### src/rtl/product_accumulator.sv
// product_accumulator: sums groups of COUNT unsigned products from the
// upstream multiplier. Each completed group is presented as a sum with a
// sticky overflow flag on a valid/ready output handshake.
module product_accumulator #(
  parameter int WIDTH     = 8,
  parameter int COUNT     = 4,
  parameter int ACC_WIDTH = 2*WIDTH+8
) (
  input  logic                     clk,
  input  logic                     reset,
  input  logic                     clear,
  input  logic                     in_valid,
  output logic                     in_ready,
  input  logic [2*WIDTH-1:0]       product,
  output logic                     out_valid,
  input  logic                     out_ready,
  output logic [ACC_WIDTH-1:0]     sum,
  output logic                     overflow,
  output logic [$clog2(COUNT)-1:0] beats
);

  localparam int BW = $clog2(COUNT);
  localparam logic [BW-1:0] LAST_BEAT = BW'(COUNT-1);

  typedef enum logic {ACCUM, DONE} state_t;

  state_t                 state_q, state_d;
  logic [ACC_WIDTH-1:0]   acc_q, acc_d;
  logic [BW-1:0]          beats_q, beats_d;
  logic                   sticky_q, sticky_d;
  logic [ACC_WIDTH-1:0]   sum_q, sum_d;
  logic                   ovf_q, ovf_d;
  logic                   out_valid_q, out_valid_d;

  logic [ACC_WIDTH:0]     prod_ext;
  logic [ACC_WIDTH:0]     acc_next;

  // Zero-extend the product and form the accumulator sum with its carry bit.
  always_comb begin
    prod_ext                = '0;
    prod_ext[2*WIDTH-1:0]   = product;
    acc_next                = {1'b0, acc_q} + prod_ext;
  end

  // Next-state, accumulation and handshake logic.
  always_comb begin
    state_d     = state_q;
    acc_d       = acc_q;
    beats_d     = beats_q;
    sticky_d    = sticky_q;
    sum_d       = sum_q;
    ovf_d       = ovf_q;
    out_valid_d = out_valid_q;
    in_ready    = (state_q == ACCUM) && !clear;

    case (state_q)
      ACCUM: begin
        if (clear) begin
          acc_d    = '0;
          beats_d  = '0;
          sticky_d = 1'b0;
        end else if (in_valid) begin
          if (beats_q == LAST_BEAT) begin
            sum_d       = acc_next[ACC_WIDTH-1:0];
            ovf_d       = sticky_q | acc_next[ACC_WIDTH];
            out_valid_d = 1'b1;
            state_d     = DONE;
            acc_d       = '0;
            beats_d     = '0;
            sticky_d    = 1'b0;
          end else begin
            acc_d    = acc_next[ACC_WIDTH-1:0];
            sticky_d = sticky_q | acc_next[ACC_WIDTH];
            beats_d  = beats_q + 1'b1;
          end
        end
      end
      DONE: begin
        if (out_ready) begin
          out_valid_d = 1'b0;
          state_d     = ACCUM;
        end
      end
      default: state_d = ACCUM;
    endcase
  end

  // State and datapath registers with asynchronous reset.
  always_ff @(posedge clk or posedge reset) begin
    if (reset) begin
      state_q     <= ACCUM;
      acc_q       <= '0;
      beats_q     <= '0;
      sticky_q    <= 1'b0;
      sum_q       <= '0;
      ovf_q       <= 1'b0;
      out_valid_q <= 1'b0;
    end else begin
      state_q     <= state_d;
      acc_q       <= acc_d;
      beats_q     <= beats_d;
      sticky_q    <= sticky_d;
      sum_q       <= sum_d;
      ovf_q       <= ovf_d;
      out_valid_q <= out_valid_d;
    end
  end

  assign out_valid = out_valid_q;
  assign sum       = sum_q;
  assign overflow  = ovf_q;
  assign beats     = beats_q;

endmodule

### config.mk
export PLATFORM = sky130hd
export DESIGN_NAME = product_accumulator
export DESIGN_NICKNAME = d
export VERILOG_FILES = /design/src/rtl/product_accumulator.sv
export SDC_FILE = /design/constraint.sdc
export NUM_CORES = 1
export LEC_CHECK = 0
export BUFFER_PORTS_ARGS = -buffer_cell sky130_fd_sc_hd__buf_2
export CORE_MARGIN = 2
export CORE_UTILIZATION = 40
export CTS_CLUSTER_SIZE = 12
export DETAILED_ROUTE_END_ITERATION = 7
export PLACE_DENSITY = 0.7
export SETUP_SLACK_MARGIN = 0.5
export SYNTH_ARGS = -nofsm -noshare
export SYNTH_HDL_FRONTEND = slang
export SYNTH_SLANG_ARGS = --single-unit
### constraint.sdc
create_clock -name clk -period 3.3 [get_ports clk]
set_input_delay 0.165 -clock clk [delete_from_list [all_inputs] [get_ports clk]]
set_output_delay 0.165 -clock clk [all_outputs]
set_load 0.05 [all_outputs]
* Yosys cells after proc, flatten, opt, wreduce, memory -nomap -nowiden
Cells that the tools add are included.
** Cells by class
- Bitwise logic cells :: 3
- $add $sub $neg :: 2
- Equality and inequality tests :: 5
- Reductions and logical operators :: 6
- Muxes and demuxes :: 19
** Operator list (count)
- 24-bit 2-to-1 mux :: 3
- 24-bit by 16-bit adder with 25-bit output :: 1
- 1-bit 2-to-1 mux :: 11
- 4-bit AND reduction :: 2
- 2-bit 2-to-1 mux :: 3
- 2-bit != test, second input constant :: 3
- 1-bit one-hot mux with 2 select lines :: 2
- 2-bit by 1-bit adder with 2-bit output, second input constant :: 1
- 2-bit == test, second input constant :: 1
- 2-bit by 1-bit != test with 1-bit output, second input constant :: 1
- 1-bit NOT :: 2
- 2-bit AND reduction :: 1
- 2-bit nonzero test :: 1
- 1-bit logical AND :: 1
- 1-bit zero test :: 1
- 1-bit OR :: 1
** Storage, ports and cells
- Output and inout port bits :: 29
- Logic and storage cells :: 42
- Bits of input ports :: 21
- Flip-flop bits (word level) :: 54

* Logic depth before layout (Yosys ltp)
- Depth after elaboration :: 5
- Mapped depth :: 10
- Mapped depth without buffers :: 9

* Worst setup path after synthesis
Ideal clock, no wire load.
- Path type :: register to register
- Start :: register state_q
- End :: register sum_q[2] (netlist: sum[2])
- Stages on the path, launching flop included :: 6
- Path slack :: 919 ps
- Data required time :: 3175 ps
- Arrival time :: 2256 ps
- Path buffers :: 2
- Clock period less this slack :: 2381 ps
- Setup time :: 125 ps
- Path through :: dfrtp_1 nor2_1 and3_1 clkbuf_1 clkbuf_1 mux2_2
** On the way
- Word-level cells in the longest chain between the ends :: 2
** RTL lines
- start: declaration :: line 27 : state_t state_q, state_d;
- start signal: assignment :: line 99 : state_q <= state_d;
- 1-bit NOT (no source line)
- 4-bit AND reduction (no source line)
- end signal: assignment :: line 103 : sum_q <= sum_d;
- end: declaration :: line 31 : logic [ACC_WIDTH-1:0] sum_q, sum_d;
Every way passes these cells.
A chain may end at the register's enable or synchronous reset.

* Worst setup path in the final report
- Start :: register acc_q[0]
- End :: register sum_q[18] (netlist: sum[18])
** On the way
- Word-level cells in the longest chain between the ends :: 1
** RTL lines
- start: declaration :: line 28 : logic [ACC_WIDTH-1:0] acc_q, acc_d;
- start signal: assignment :: line 92 : acc_q <= '0;
- start signal: assignment :: line 100 : acc_q <= acc_d;
- 24-bit by 16-bit adder with 25-bit output :: line 42 : acc_next = {1'b0, acc_q} + prod_ext;
Every way passes these cells.

==> reports/results.txt <==
initial antenna violation count -> 0
part of the cycle the worst path needs -> 77.9%
Req. time, crit path -> 3.53 ns
Pwr per Cell Area -> 661 nW/um^2
critical path type -> reg2reg
synth top area cells -> dfrtp_1 (42%), ha_1 (6.6%), nand2_1 (4.6%)
clk slew on worst S/H paths -> 0.10 ns
share of cells above drive strength 1 -> 20.9%
Top FF cell, synth -> dfrtp_1
worst path bufs/invs -> 1
Data arrival, critical path -> 2.80 ns
RSZ-0062 raised after global routing -> false
Post-Layout Cell Count -> 490
Antenna Cells -> 0
Hold Path End -> state_q$_DFF_PP0_
delay-heaviest family, CP -> simple AND/OR/NAND/NOR gates
Commonest cells post-synth -> dfrtp_1 (54), nand2_1 (40), nor2_1 (23), o21ai_0 (21), ha_1 (17)
fmax -> 389 MHz
synth warn -> 0
#FFs+latches synth -> 54
CP Cell Sequence -> ha_1 -> inv_1 -> fa_1 -> and2b_1 -> o2111ai_1 -> a21oi_2 -> nor3_4 -> or4_1 -> a31oi_1
hold_buf cts -> 0
Final #Nets -> 426
dpl hpwl -> 5310 um
peak supply drop -> 0.236 mV
Setup Viol. Count Final -> 0
CTS sink cnt -> 54
initial drt markers -> 145
reg2reg end -> sum[18]$_DFFE_PP0P_
Initial Utilization -> 41.5%
vias in the first global route -> 2640
area of the core -> 7810 sq um
clock latency on the worst-skew pair -> 0.31 ns
setup bufs post-CTS -> 0
Die Y-Extent -> 94.0 um
post-synth top area share -> 41.7%
most frequent cell after synthesis -> dfrtp_1
Site Rows -> 32
vias -> 2768
First-pass DRT Iterations -> 4
routed vias/inst -> 5.65
source of the worst register-to-register timing path -> acc_q[0]$_DFFE_PP0P_
Worst slew margin -> 32.2%
post-place instance area -> 3560 sq um
Worst R2R Path Depth -> 9
outcome -> completed
clock root cell -> clkbuf_8
CP Launch Type -> flop
Filler cells -> 772
CP Depth -> 9
Routed wire per std cell -> 15.2 um
Total Wirelength -> 7440 um
I/O pin cnt -> 50
synth-to-layout area growth -> 13.5%
Mapped Area -> 3240 sq um
hold crit path type -> in2reg
Port Buffer Count -> 49
register area share after synthesis -> 41.7%
die area -> 8840 sq um
CP Capture Type -> flop
Design Power -> 2.43 mW
minimum clock period -> 2.57 ns
final core utilization -> 47.2%
DRC Markers -> 0
worst slew pin tran -> 1.01 ns
CTS H-tree lvls -> 2
number of synthesized flops with an enable pin -> 0
CTS tree -> done
post-synthesis cell count -> 343
largest net degree at the start of global routing -> 49
Placed Cells -> 480
Max Cap Viol -> 0
Crit-path slowest cell -> or4_1
Final Skew -> 0.00730 ns
Avg Inst Size Synth -> 9.46 sq um
Detail Route Antenna Nets -> 0
Crit Path Max Fanout -> 18
CTS buffer count -> 5
hold path cells -> 2
first-pass GRT wire length -> 12500 um
Clock Path Buffers -> 2
Fin. Hold Viols -> 0
Synth area leader -> dfrtp_1
Routability Congestion -> 0.841
Fin Setup TNS -> 0 ns
post-CTS sizing -> 0
syn nets -> 382
Hold Startpoint -> out_ready
total gr overflow -> 0
Max Slew Vio Count -> 0
R2R setup slack -> 0.73 ns
leak pwr -> 1.80 nW
fin area -> 3680 sq um
Post-synth ARST share -> 100%
post-synthesis cell type count -> 59
CP max stage delay -> 0.48 ns
total track usage -> 17.7%
die width -> 94.0 um
## where the power goes
| group | total, mW | leakage [nW] | switching, mW | internal (mW) |
|---|---|---|---|---|
| combinational | 1.11 | 1.03 | 0.783 | 0.328 |
| sequential | 0.881 | 0.723 | 0.0804 | 0.800 |
| clock | 0.442 | 0.0524 | 0.215 | 0.227 |
| total | 2.43 | 1.80 | 1.08 | 1.36 |
## through the flow
step / hold WS (ns) / setup WS (ns)
floorplan: 0.261 / 0.919
global placement: 0.363 / 0.793
detailed placement: 0.370 / 0.740
CTS: 0.0320 / 0.696
global route: 0.0287 / 0.534
finish: 0.0359 / 0.731
## how the worst max path moves through the flow
stage / startpoint / end
finish: acc_q[0]$_DFFE_PP0P_ / sum[18]$_DFFE_PP0P_
global route: acc_q[0]$_DFFE_PP0P_ / sum[18]$_DFFE_PP0P_
CTS: acc_q[0]$_DFFE_PP0P_ / sum[18]$_DFFE_PP0P_
detailed placement: acc_q[0]$_DFFE_PP0P_ / sum[18]$_DFFE_PP0P_
global placement: acc_q[0]$_DFFE_PP0P_ / sum[20]$_DFFE_PP0P_
floorplan: state_q$_DFF_PP0_ / sum[2]$_DFFE_PP0P_
## cell usage in the layout (no fill, tap or decap), drive strengths merged, types with 10 or more instances in the layout
master,count
inv,10
o21ai,23
a22o,12
nor3,10
a21oi,15
nor2,23
buf,56
ha,17
dfrtp,54
nand2,40
## routing by layer
| metal | global-route usage (%) | up-vias | part of all wire [%] |
|---|---|---|---|
| li1 | - | 1361 | - |
| met1 | 23.8 | 1327 | 47 |
| met2 | 29.2 | 67 | 47 |
| met3 | 2.57 | 13 | 4.0 |
| met4 | 5.80 | 0 | 1.7 |
| met5 | 0 | - | 0 |
## logic make-up after synthesis
| logic type | after synthesis | synth area share, % |
|---|---|---|
| AND/OR/NAND/NOR | 116 | 18.0 |
| AO/OA/AOI/OAI | 108 | 23.7 |
| XOR/XNOR | 10 | 2.70 |
| buffers and inverters | 29 | 4.01 |
| multiplexers | 8 | 2.78 |
| flip-flops | 54 | 41.7 |
| adder cells (fa/ha/maj) | 18 | 7.18 |
## cell type report
class	instances	area, sq um	share of cell area, %
clock inverters	1	30.0	0.815
multi-input cells	260	1760	47.8
flip-flops and latches	54	1350	36.7
clock buffers	7	76.3	2.07
well taps	102	128	3.47
repair buffers	56	298	8.09
inverters	10	37.5	1.02
## state kept, by name, summed over array words and instances, names as in the netlist
| register | cells |
|---|---|
| beats | 2 |
| out_valid | 1 |
| state_q | 1 |
| overflow | 1 |
| sticky_q | 1 |
| acc_q | 24 |
| sum | 24 |
(Power assumes the default switching activity.)
